[config.mk]
export PLATFORM = sky130hd
export DESIGN_NAME = mmu_port_arbiter
export DESIGN_NICKNAME = d
export VERILOG_FILES = /design/src/rtl/mmu_port_arbiter.sv
export SDC_FILE = /design/constraint.sdc
export NUM_CORES = 1
export LEC_CHECK = 0
export CORE_MARGIN = 2
export CORE_UTILIZATION = 51
export DETAILED_ROUTE_END_ITERATION = 7
export GPL_ROUTABILITY_DRIVEN = 0
export HOLD_SLACK_MARGIN = 0.03
export MAX_ROUTING_LAYER = met4
export PLACE_DENSITY = 0.84
export SLEW_MARGIN = 20
export SYNTH_ARGS = -nofsm -noshare
export SYNTH_HDL_FRONTEND = slang
export SYNTH_SLANG_ARGS = --single-unit
[constraint.sdc]
create_clock -name clk -period 7.1 [get_ports clk]
set_clock_uncertainty 0.2 [all_clocks]
set_input_delay 1.065 -clock clk [delete_from_list [all_inputs] [get_ports clk]]
set_output_delay 1.065 -clock clk [all_outputs]
set_load 0.02 [all_outputs]
[src/rtl/mmu_port_arbiter.sv]
// Two-requester front end for one byte-wide SimpleMmu port: opcode fetch on port 0, data
// load/store on port 1. Requests are latched per port and served one at a time, round-robin.
module mmu_port_arbiter #(
    parameter int ADDRESS_WIDTH = 32,
    parameter int BUSY_WAIT     = 4
) (
    input  logic                     clk,
    input  logic                     reset,
    input  logic                     req0,
    input  logic                     req1,
    input  logic [ADDRESS_WIDTH-1:0] addr0,
    input  logic [ADDRESS_WIDTH-1:0] addr1,
    input  logic                     we0,
    input  logic                     we1,
    input  logic [7:0]               wdata0,
    input  logic [7:0]               wdata1,
    input  logic                     lock0,
    input  logic                     lock1,
    output logic                     busy0,
    output logic                     busy1,
    output logic [7:0]               rdata0,
    output logic [7:0]               rdata1,
    output logic [ADDRESS_WIDTH-1:0] mem_addr,
    output logic                     mem_we,
    output logic [7:0]               mem_wdata,
    output logic                     mem_request,
    input  logic [7:0]               mem_rdata,
    input  logic                     mem_busy
);

    localparam int CW = (BUSY_WAIT > 1) ? $clog2(BUSY_WAIT) : 1;

    typedef enum logic [1:0] {IDLE, ISSUE, WAIT_BUSY, WAIT_DONE} state_t;

    state_t                   state_q, state_d;
    logic [1:0]               pend_q, pend_d;
    logic                     owner_q, owner_d;
    logic                     last_q, last_d;
    logic [CW-1:0]            cnt_q, cnt_d;
    logic [1:0][7:0]          rdata_q, rdata_d;
    logic [ADDRESS_WIDTH-1:0] mem_addr_q, mem_addr_d;
    logic                     mem_we_q, mem_we_d;
    logic [7:0]               mem_wdata_q, mem_wdata_d;

    logic [ADDRESS_WIDTH-1:0] slot_addr_q [2];
    logic [1:0]               slot_we_q;
    logic [7:0]               slot_wdata_q [2];

    logic [1:0] accept;
    logic [1:0] lock_v;
    logic       grant_valid;
    logic       grant_port;
    logic       complete;

    assign accept = {req1, req0} & ~pend_q;
    assign lock_v = {lock1, lock0};

    // NOTE: slot payload needs no reset; a slot is only read while its pending bit is set.
    always_ff @(posedge clk) begin
        if (accept[0]) begin
            slot_addr_q[0]  <= addr0;
            slot_we_q[0]    <= we0;
            slot_wdata_q[0] <= wdata0;
        end
        if (accept[1]) begin
            slot_addr_q[1]  <= addr1;
            slot_we_q[1]    <= we1;
            slot_wdata_q[1] <= wdata1;
        end
    end

    // A lock only binds when its port owned the previous access, so a burst continues unbroken.
    always_comb begin
        grant_valid = 1'b0;
        grant_port  = 1'b0;
        if (lock_v[last_q]) begin
            grant_valid = pend_q[last_q];
            grant_port  = last_q;
        end else if (&pend_q) begin
            grant_valid = 1'b1;
            grant_port  = ~last_q;
        end else if (pend_q[0]) begin
            grant_valid = 1'b1;
            grant_port  = 1'b0;
        end else if (pend_q[1]) begin
            grant_valid = 1'b1;
            grant_port  = 1'b1;
        end
    end

    // NOTE: every signal gets its default before the case so no path leaves one unassigned (no latches).
    always_comb begin
        state_d     = state_q;
        owner_d     = owner_q;
        last_d      = last_q;
        cnt_d       = cnt_q;
        mem_addr_d  = mem_addr_q;
        mem_we_d    = mem_we_q;
        mem_wdata_d = mem_wdata_q;
        rdata_d     = rdata_q;
        complete    = 1'b0;

        case (state_q)
            IDLE: begin
                if (grant_valid) begin
                    state_d     = ISSUE;
                    owner_d     = grant_port;
                    last_d      = grant_port;
                    mem_addr_d  = slot_addr_q[grant_port];
                    mem_we_d    = slot_we_q[grant_port];
                    mem_wdata_d = slot_wdata_q[grant_port];
                end
            end
            ISSUE: begin
                state_d = WAIT_BUSY;
                cnt_d   = '0;
            end
            WAIT_BUSY: begin
                if (mem_busy) begin
                    state_d = WAIT_DONE;
                end else if (cnt_q == CW'(BUSY_WAIT - 1)) begin
                    complete = 1'b1;
                end else begin
                    cnt_d = cnt_q + 1'b1;
                end
            end
            WAIT_DONE: begin
                if (!mem_busy) begin
                    complete = 1'b1;
                end
            end
            default: state_d = IDLE;
        endcase

        if (complete) begin
            state_d = IDLE;
            if (!mem_we_q) begin
                rdata_d[owner_q] = mem_rdata;
            end
        end

        pend_d = pend_q | accept;
        if (complete) begin
            pend_d[owner_q] = 1'b0;
        end
    end

    // NOTE: sequential state uses non-blocking assignments so all registers update together.
    always_ff @(posedge clk) begin
        if (!reset) begin
            state_q     <= IDLE;
            pend_q      <= '0;
            owner_q     <= 1'b0;
            last_q      <= 1'b1;
            cnt_q       <= '0;
            rdata_q     <= '0;
            mem_addr_q  <= '0;
            mem_we_q    <= 1'b0;
            mem_wdata_q <= '0;
        end else begin
            state_q     <= state_d;
            pend_q      <= pend_d;
            owner_q     <= owner_d;
            last_q      <= last_d;
            cnt_q       <= cnt_d;
            rdata_q     <= rdata_d;
            mem_addr_q  <= mem_addr_d;
            mem_we_q    <= mem_we_d;
            mem_wdata_q <= mem_wdata_d;
        end
    end

    assign busy0       = pend_q[0];
    assign busy1       = pend_q[1];
    assign rdata0      = rdata_q[0];
    assign rdata1      = rdata_q[1];
    assign mem_addr    = mem_addr_q;
    assign mem_we      = mem_we_q;
    assign mem_wdata   = mem_wdata_q;
    assign mem_request = (state_q == ISSUE);

endmodule
== Yosys cells after proc, flatten, opt, wreduce, memory -nomap -nowiden ==
Memories as Yosys holds them, arrays and structs flattened. A register that Yosys moved wholly into a read port is not among the register bits.
Cells that the tools add are included.
Storage, ports and cells
  register bits: 27
  RAM bits: 80
  bits of input ports: 97
  logic and storage cells: 78
  memories kept: 2
Memories
  slot_addr_q: depth 2, width 32, rd ports 1, clocked after Yosys merged registers in 1, wr ports 2, RTL line 45  | logic [ADDRESS_WIDTH-1:0] slot_addr_q [2];
  slot_wdata_q: depth 2, width 8, rd ports 1, clocked after Yosys merged registers in 1, wr ports 2, RTL line 47  | logic [7:0] slot_wdata_q [2];
Cells by class
  add/subtract/negate cells: 1
  order comparisons: 4
  eq/ne operators: 8
  multiplexer cells: 33
  bitwise operators: 8
  reduce and logical (&&, ||, !) cells: 12
Operators with widths (number)
  $mux 1: 21
  $bwmux 16: 1
  $mux 2: 5
  $demux 8 s1: 1
  $mux 8: 1
  $ne 2x2->1 const B: 4
  $eq 2x2->1 const B: 3
  $lt 1x2->1 const B: 3
  $pmux 2 s3: 1
  $reduce_and 2->1: 3
  $reduce_and 3->1: 2
  $and 2x2->2: 2
  $not 2->2: 2
  $pmux 2 s2: 1
  $not 1->1: 3
  $reduce_bool 3->1: 1
  $add 2x1->2 const B: 1
  $eq 2x1->1 const B: 1
  $logic_not 1->1: 2
  $logic_not 2->1: 1
  $or 2x2->2: 1
  $pmux 1 s2: 1
  $reduce_bool 2->1: 1
  $reduce_or 2->1: 1
  3 further kinds: 3

== Depth between registers and ports, before layout ==
Gate-level depths: netlist of run 1.
  depth in word-level cells: 7
  depth in mapped cells: 8

== Worst setup path before layout of run 1 ==
Ideal clock, no wire load.
  path kind: input -> register
  start: input req0
  end: memory slot_addr_q[0][0], enable pin
  setup time: 444 ps
  arrival: 2897 ps
  slack: 3559 ps
  stages: 1
  path buffers: 0
  path through: nor2b_1
RTL lines
  start: declaration: RTL line 9  | input logic req0,
  end: declaration: RTL line 45

== Worst setup path in the final report of run 1 ==
  start: input lock1
  end: register mem_addr_q[31] (netlist: mem_addr[31]), read port of slot_addr_q
On the way
  longest elaborated chain between the ends: 4
  elaborated cells between the ends (all ways): 5
RTL lines
  start: declaration: RTL line 18  | input logic lock1,
  $mux 1 (not written as such) (*) (2 in series): RTL line 76  | if (lock_v[last_q]) begin
  $mux 1: RTL line 76
  $reduce_and 2->1 (no line)
  end: declaration: RTL line 41  | logic [ADDRESS_WIDTH-1:0] mem_addr_q, mem_addr_d;
Every way passes the cells marked *; elsewhere a longest branch is shown, timed or not. The select of a mux whose other input is x is not followed.
A chain may end at the register's enable or synchronous reset.

==> impl_summary.log, run 1 <==
INFO  metric postCtsHoldBufs = 0
INFO  metric worst_slew_pin_slew = 1.02 ns
INFO  metric dr_total_vias = 3870
INFO  metric synth.yosys.warnings = 0
INFO  metric worst_setup_path_start_kind = input pin
INFO  metric cts_buffer_depth = 2
INFO  metric tritoncts_clock_tree = done
INFO  metric hold_crit_depth = 2
INFO  metric resize_count_post_cts = 0
INFO  metric grt_first_pass_wirelength = 19700 um
INFO  metric yosys.area.top_type_share = 0.437
INFO  metric syn_area_per_cell = 14.3 um2
INFO  metric grtUsageTotal = 0.228
INFO  metric num_io_pins = 157
INFO  metric dieHeight = 109 um
INFO  metric die_x = 109 um
INFO  metric run_status = completed
INFO  metric final_layout_size_suffix_gt1_frac = 0.0881
INFO  metric drt_iter0_drc = 281
INFO  metric num_rows = 38
INFO  metric netlist_area = 5630 um2
INFO  metric final.period_utilization = 0.462
INFO  metric cts_buffers = 17
INFO  metric grt_pass1_vias = 3912
INFO  metric maxSlewViolCount = 0
INFO  metric fin_crit = 3.28 ns
INFO  metric yosysSeqAreaShare = 0.669
INFO  metric gr-usage-met2 = 0.367
INFO  metric routed_wl = 12900 um
INFO  metric cp.required = 7.34 ns
INFO  metric critical_path.reg2reg.startpoint = pend_q[1]$_SDFF_PN0_
INFO  metric fmaxAchievable = 0.305 GHz
INFO  metric rr_worst_depth = 4
INFO  metric crit_path_max_incr_delay = 1.02 ns
INFO  metric syn-num-nets = 498
INFO  metric cp-end-kind = flop
INFO  metric filler_cell_count = 695
INFO  metric unrepaired_setup_endpoints_after_global_routing = false
INFO  metric finalInstanceArea = 7900 um2
INFO  metric globalRoute.totalOverflow = 0
INFO  metric synthCells = 394
INFO  metric total_leakage_power = 2.81 nW
INFO  metric grt_antenna_before_repair = 0
INFO  metric drv_cap = 0
INFO  metric design.core.area = 10800 um2
INFO  metric clk_transition_reported_paths = 0.06 ns
INFO  metric powerDensity = 337 nW/um2
INFO  metric final_antenna_net_count = 0
INFO  metric initial_core_util = 0.522
INFO  metric hpwl = 8310 um
INFO  metric yosysUniqueCellTypes = 39
INFO  metric hp-class = reg2reg
INFO  metric final_common_cell = sky130_fd_sc_hd__clkdlybuf4s50_1
INFO  metric route.detailed.wl_per_inst = 18.5 um
INFO  metric antennaDiodeCount = 0
INFO  metric post_cts_buffers = 0
INFO  metric syn2layout_area_growth = 40.4%
INFO  metric grt.busiest_layer = met2
INFO  metric report.final.setup_viol = 0
INFO  metric setup-tns-final = 0 ns
INFO  metric setup.worst_path.class = in2reg
INFO  metric number_of_flip_flops_and_latches_in_the_synthesized_netlist = 147
INFO  metric finalHoldViolations = 0
INFO  metric use_met3 = 0.0753
INFO  metric r2r_slack = 4.19 ns
INFO  metric hp-start = rdata1[4]$_SDFFE_PN0P_
INFO  metric cts-root-buf = sky130_fd_sc_hd__clkbuf_8
INFO  metric drt_pass1_iterations = 5
INFO  metric worst_vdd_drop = 0.186 mV
INFO  metric floorplan.die_area = 11900 um2
INFO  metric number_of_buffer_and_inverter_stages_on_the_critical_path = 1
INFO  metric final_cell_mix = sky130_fd_sc_hd__clkdlybuf4s50_1, sky130_fd_sc_hd__edfxtp_1, sky130_fd_sc_hd__dfxtp_1, sky130_fd_sc_hd__nor2b_1, sky130_fd_sc_hd__a211o_1
INFO  metric cts_max_level = 4
INFO  metric residual_drc = 0
INFO  metric largest_net_degree_at_the_start_of_global_routing = 84
INFO  metric timing.critical_path.cells = clkdlybuf4s50_1 > nand3b_1 > nand2_2 > nor2_4 > o221a_1
INFO  metric final_net_count = 647
INFO  metric placedInstanceArea = 7300 um2
INFO  metric grt_met1_use = 0.276
INFO  metric rr_endpoint = mem_addr[31]$_SDFFE_PN0P_
INFO  metric synthTopCellsByArea = sky130_fd_sc_hd__edfxtp_1, sky130_fd_sc_hd__dfxtp_1, sky130_fd_sc_hd__o221a_1
INFO  metric cts.sinks = 147
INFO  metric insertion_delay = 0.51 ns
INFO  metric crit_slowest_cell = sky130_fd_sc_hd__nor2_4
INFO  metric critical_path_peak_fanout = 44
INFO  metric hold-path-endpoint = rdata1[4]$_SDFFE_PN0P_
INFO  metric io_buffer_count = 156
INFO  metric slew_headroom = 0.318
INFO  metric critPathArrivalTime = 3.52 ns
INFO  metric yosysTopAreaCell = sky130_fd_sc_hd__edfxtp_1
INFO  metric route.detailed.vias_per_inst = 5.56
INFO  metric critical_path.top_delay_family = simple AND/OR/NAND/NOR gates
[worst max-delay path by stage]
stage                from                          end  slack [ns]  cells past startpoint
floorplan            req0  slot_addr_q[0][0]$_DFFE_PP_        3.56                      1
global placement    lock1    mem_wdata[7]$_SDFFE_PN0P_        3.39                      5
detailed placement  lock1    mem_addr[31]$_SDFFE_PN0P_        3.31                      5
CTS                 lock1    mem_addr[31]$_SDFFE_PN0P_        3.84                      5
global route        lock1    mem_addr[31]$_SDFFE_PN0P_        3.65                      5
finish              lock1    mem_addr[31]$_SDFFE_PN0P_        3.82                      5
[worst reg2reg max path, cell delays in order, from the launching register on]
cell and delay (ns):
sky130_fd_sc_hd__dfxtp_1 0.53, sky130_fd_sc_hd__nand3b_1 0.20, sky130_fd_sc_hd__nand2_2 0.54, sky130_fd_sc_hd__nor2_4 1.03, sky130_fd_sc_hd__o221a_1 0.35
[kinds of logic after synthesis]
kind of cell	Yosys count	share of synthesized area
fa+ha+maj	7	0.0156
mux	8	0.0142
compound gates	107	0.175
flops	147	0.669
buf+inv	37	0.0349
simple gates	88	0.0918
[metrics by stage]
| step | std cells | utilization | hold WS, ns | setup WS [ns] | total power (W) |
|---|---|---|---|---|---|
| floorplan | 394 | - | 0.245 | 3.56 | 0.00150 |
| finish | 696 | 0.732 | 0.260 | 3.82 | 0.00266 |
| global route | 696 | 0.732 | 0.288 | 3.65 | 0.00277 |
| detailed placement | 664 | 0.676 | 0.255 | 3.31 | 0.00178 |
| global placement | 662 | 0.672 | 0.243 | 3.39 | 0.00175 |
| CTS | 696 | 0.732 | 0.264 | 3.84 | 0.00268 |
[final cells by class]
| cell class | count | area (um2) | share of cell area |
|---|---|---|---|
| Clock buffer | 24 | 513 | 0.0649 |
| Tap cell | 140 | 175 | 0.0222 |
| Timing Repair Buffer | 161 | 1630 | 0.206 |
| Clock inverter | 8 | 93.8 | 0.0119 |
| Sequential cell | 147 | 3760 | 0.476 |
| Multi-Input combinational cell | 210 | 1710 | 0.216 |
| Inverter | 6 | 22.5 | 0.00285 |
[where the power goes]
group	switching, W	internal, W	leakage, nW	total, W
logic	0.000359	0.000324	1.20	0.000684
clock network	0.000322	0.000567	0.295	0.000890
registers	0.0000744	0.00101	1.31	0.00109
[synth_stat cells]
library cell	instances
sky130_fd_sc_hd__edfxtp_1	82
sky130_fd_sc_hd__dfxtp_1	65
sky130_fd_sc_hd__nor2b_1	44
sky130_fd_sc_hd__a211o_1	41
sky130_fd_sc_hd__o221a_1	38
sky130_fd_sc_hd__nand2_1	18
sky130_fd_sc_hd__buf_2	13
sky130_fd_sc_hd__clkbuf_1	11
sky130_fd_sc_hd__mux2i_1	8
sky130_fd_sc_hd__nand3_1	8
sky130_fd_sc_hd__ha_1	7
sky130_fd_sc_hd__o21ai_1	7
sky130_fd_sc_hd__inv_1	6
sky130_fd_sc_hd__buf_6	5
sky130_fd_sc_hd__o21ai_0	5
sky130_fd_sc_hd__nor2_1	4
sky130_fd_sc_hd__o221a_2	4
sky130_fd_sc_hd__a21oi_1	3
sky130_fd_sc_hd__and2b_1	2
sky130_fd_sc_hd__nand2b_1	2
sky130_fd_sc_hd__o31ai_1	2
sky130_fd_sc_hd__or4_1	2
sky130_fd_sc_hd__a211oi_1	1
sky130_fd_sc_hd__a21boi_0	1
sky130_fd_sc_hd__a21oi_2	1
sky130_fd_sc_hd__and3b_1	1
sky130_fd_sc_hd__buf_1	1
sky130_fd_sc_hd__buf_4	1
sky130_fd_sc_hd__nand3b_1	1
sky130_fd_sc_hd__nand4_1	1
sky130_fd_sc_hd__nor3_4	1
sky130_fd_sc_hd__nor3b_2	1
sky130_fd_sc_hd__nor4b_1	1
sky130_fd_sc_hd__o21ba_2	1
sky130_fd_sc_hd__o21bai_1	1
sky130_fd_sc_hd__o221ai_1	1
sky130_fd_sc_hd__o22ai_2	1
sky130_fd_sc_hd__or2_2	1
sky130_fd_sc_hd__or4b_1	1
[registers in the layout, summed over array words and instances (netlist names)]
signal / cells
slot_we_q: 2
slot_wdata_q: 16
owner_q: 1
cnt_q: 2
rdata0: 8
slot_addr_q: 64
rdata1: 8
state_q: 2
mem_we: 1
mem_addr: 32
last_q: 1
mem_wdata: 8
pend_q: 2
[routing by layer]
layer | vias to the layer above | part of all wire
met2 | 166 | 0.50
met3 | 11 | 0.078
met1 | 1882 | 0.42
met4 | 0 | 0.0079
li1 | 1811 | -
met5 | - | 0
Note: power is estimated with default switching activity, not from simulation.
==> run 2: changes to the inputs <==
--- a/config.mk
+++ b/config.mk
@@ -6,12 +6,12 @@
 export NUM_CORES = 1
 export LEC_CHECK = 0
 export CORE_MARGIN = 2
-export CORE_UTILIZATION = 51
+export CORE_UTILIZATION = 43
 export DETAILED_ROUTE_END_ITERATION = 7
 export GPL_ROUTABILITY_DRIVEN = 0
 export HOLD_SLACK_MARGIN = 0.03
 export MAX_ROUTING_LAYER = met4
-export PLACE_DENSITY = 0.84
+export PLACE_DENSITY = 0.76
 export SLEW_MARGIN = 20
 export SYNTH_ARGS = -nofsm -noshare
 export SYNTH_HDL_FRONTEND = slang
==> constraint.sdc (replaced) <==
create_clock -name clk -period 2.9 [get_ports clk]
set_clock_uncertainty 0.2 [all_clocks]
set_input_delay 0.435 -clock clk [delete_from_list [all_inputs] [get_ports clk]]
set_output_delay 0.435 -clock clk [all_outputs]
set_load 0.02 [all_outputs]
==> impl_summary.log, run 2 (synthesis results as in run 1) <==
INFO  metric run_status = completed
INFO  metric cp-end-kind = primary output
INFO  metric hold-path-endpoint = rdata0[2]$_SDFFE_PN0P_
INFO  metric total_leakage_power = 2.79 nW (-0.50%)
INFO  metric drv_cap = 0 (unchanged)
INFO  metric grt_first_pass_wirelength = 20300 um (+3.1%)
INFO  metric worstSetupStartpoint = state_q[1]$_SDFFE_PP0P_
INFO  metric power.sequential.fraction = 0.411 (+0.002)
INFO  metric worst_slew_pin_slew = 0.748 ns (-0.272 ns)
INFO  metric floorplan.die_area = 14000 um2 (+18%)
INFO  metric design.core.area = 12700 um2 (+18%)
INFO  metric post-layout-total-power = 0.00643 W (+140%)
INFO  metric worst_setup_path_start_kind = flop
INFO  metric r2r_slack = 0.74 ns (-3.45 ns)
INFO  metric unrepaired_setup_endpoints_after_global_routing = false
INFO  metric tritoncts_clock_tree = done
INFO  metric hpwl = 7880 um (-5.2%)
INFO  metric grtUsageTotal = 0.195 (-0.0328)
INFO  metric final.period_utilization = 0.786
INFO  metric power.switching_fraction = 0.290 (+0.00542)
INFO  metric routed_wl = 12900 um (+0.33%)
INFO  metric final_layout_size_suffix_gt1_frac = 0.0896 (+0.00148)
INFO  metric antennaDiodeCount = 0 (unchanged)
INFO  metric finalHoldViolations = 0 (unchanged)
INFO  metric critical_path_peak_fanout = 4 (-91%)
INFO  metric timing.final.ws_setup = 0.620 ns (-3.20 ns)
INFO  metric preCtsSetupSlack = 0.470 ns (-2.84 ns)
INFO  metric clk_transition_reported_paths = 0.06 ns (about the same)
INFO  metric final_antenna_net_count = 0 (unchanged)
INFO  metric worst_vdd_drop = 0.391 mV (+110%)
INFO  metric post_cts_buffers = 0 (unchanged)
INFO  metric critPathArrivalTime = 1.65 ns (-1.87 ns)
INFO  metric dr_total_vias = 3830 (-1.0%)
INFO  metric insertion_delay = 0.42 ns (-0.09 ns)
INFO  metric maxSlewViolCount = 0 (unchanged)
INFO  metric die_x = 118 um (+8.6%)
INFO  metric cp.required = 2.27 ns (-5.07 ns)
INFO  metric final_common_cell = sky130_fd_sc_hd__clkdlybuf4s50_1
INFO  metric dieHeight = 118 um (+8.6%)
INFO  metric max_ffs_per_register = 64 (unchanged)
INFO  metric route.detailed.vias_per_inst = 5.25 (-5.6%)
INFO  metric power.net_switching = 0.00186 W (+150%)
INFO  metric grt_antenna_before_repair = 0 (unchanged)
INFO  metric setup.worst_path.class = reg2out
INFO  metric hp-class = reg2reg
INFO  metric combinationalPowerShare = 0.266 (+0.009)
INFO  metric final_net_count = 649 (+0.31%)
INFO  metric syn2layout_area_growth = 40.7%
INFO  metric final_cell_mix = sky130_fd_sc_hd__clkdlybuf4s50_1, sky130_fd_sc_hd__edfxtp_1, sky130_fd_sc_hd__dfxtp_1, sky130_fd_sc_hd__nor2b_1, sky130_fd_sc_hd__a211o_1
INFO  metric residual_drc = 0 (unchanged)
INFO  metric powerDensity = 812 nW/um2 (+140%)
INFO  metric cts-root-buf = sky130_fd_sc_hd__clkbuf_16
INFO  metric num_rows = 41 (+7.9%)
INFO  metric cts_buffer_depth = 2 (unchanged)
INFO  metric share_clk_of_total_power = 0.323 (-0.011)
INFO  metric route.detailed.wl_per_inst = 17.7 um (-4.3%)
INFO  metric slew_headroom = 0.501 (+0.183)
INFO  metric drt_iter0_drc = 252 (-10%)
INFO  metric resize_count_post_cts = 0 (unchanged)
INFO  metric filler_cell_count = 996 (+43%)
INFO  metric initial_core_util = 0.442 (-0.0791)
INFO  metric globalRoute.totalOverflow = 0 (unchanged)
INFO  metric fin_crit = 2.28 ns
INFO  metric registers.top_by_ff_count = slot_addr_q
INFO  metric cts.sinks = 147 (unchanged)
INFO  metric fmaxAchievable = 0.439 GHz
INFO  metric postCtsHoldBufs = 0 (unchanged)
INFO  metric setup-tns-final = 0 ns (unchanged)
INFO  metric hold_crit_depth = 2 (unchanged)
INFO  metric report.final.setup_viol = 0 (unchanged)
INFO  metric cts_max_level = 4 (unchanged)
INFO  metric rr_worst_depth = 6 (+2)
INFO  metric critical_path.reg2reg.startpoint = state_q[0]$_SDFFE_PP0P_
INFO  metric grt_pass1_vias = 4010 (+2.5%)
INFO  metric rr_endpoint = state_q[1]$_SDFFE_PP0P_
INFO  metric largest_net_degree_at_the_start_of_global_routing = 84 (unchanged)
INFO  metric io_buffer_count = 156 (unchanged)
INFO  metric drt_pass1_iterations = 4 (-1)
INFO  metric num_io_pins = 157 (unchanged)
INFO  metric cts_buffers = 17 (unchanged)
INFO  metric hp-start = rdata0[2]$_SDFFE_PN0P_
INFO  metric p_int = 0.00457 W (+140%)
[run 2: cell count changes in the layout (fill, tap and decap cells not counted), sizes merged]
cell      before  now
clkbuf        24   21
buf            6    8
clkinv         4    6
clkinvlp       2    3
[run 2: worst max path at each step]
| stage | cells after the start | slack [ns] | end |
|---|---|---|---|
| floorplan | 1 | 0.75 | slot_addr_q[1][0]$_DFFE_PP_ |
| global placement | 6 | 0.53 | owner_q$_SDFFE_PN0P_ |
| detailed placement | 6 | 0.47 | owner_q$_SDFFE_PN0P_ |
| CTS | 3 | 0.58 | mem_request |
| global route | 3 | 0.53 | mem_request |
| finish | 3 | 0.62 | mem_request |
[run 2: cell type report]
| type | count | area, um2 | area share |
|---|---|---|---|
| well taps | 172 | 215 | 0.0272 |
| clock buffers | 21 | 450 | 0.0569 |
| multi-input cells | 210 | 1710 | 0.216 |
| inverters | 6 | 22.5 | 0.00284 |
| clock inverters | 11 | 111 | 0.0141 |
| flip-flops and latches | 147 | 3760 | 0.475 |
| repair buffers | 163 | 1650 | 0.208 |
[run 2: metal layers]
layer	vias up	track usage	share of wire
li1	1822	-	-
met1	1847	0.229	0.42
met3	27	0.0526	0.058
met2	134	0.313	0.50
met4	0	0.0908	0.023
met5	-	-	0
[run 2: stage by stage]
step | instances | instance area [um2] | utilization | hold slack [ns]
floorplan | 394 | 5630 | - | 0.245
global placement | 698 | 7360 | 0.578 | 0.243
detailed placement | 698 | 7360 | 0.578 | 0.247
CTS | 730 | 7920 | 0.622 | 0.247
global route | 730 | 7920 | 0.622 | 0.285
finish | 730 | 7920 | 0.622 | 0.253
[run 2: power groups by stage]
stage / Clock, W / Sequential [W] / Combinational [W]
final: 0.00208 / 0.00265 / 0.00171
after global routing: 0.00221 / 0.00268 / 0.00184
after detailed placement: 0 / 0.00268 / 0.00172
after global placement: 0 / 0.00268 / 0.00166
after CTS: 0.00213 / 0.00265 / 0.00173
after floorplan: 0 / 0.00286 / 0.000809
[run 2: worst max-delay path: stages (launching register included)]
cell and delay [ns]:
sky130_fd_sc_hd__dfxtp_1 0.34, sky130_fd_sc_hd__inv_1 0.13, sky130_fd_sc_hd__ha_1 0.17, sky130_fd_sc_hd__clkdlybuf4s50_1 0.60
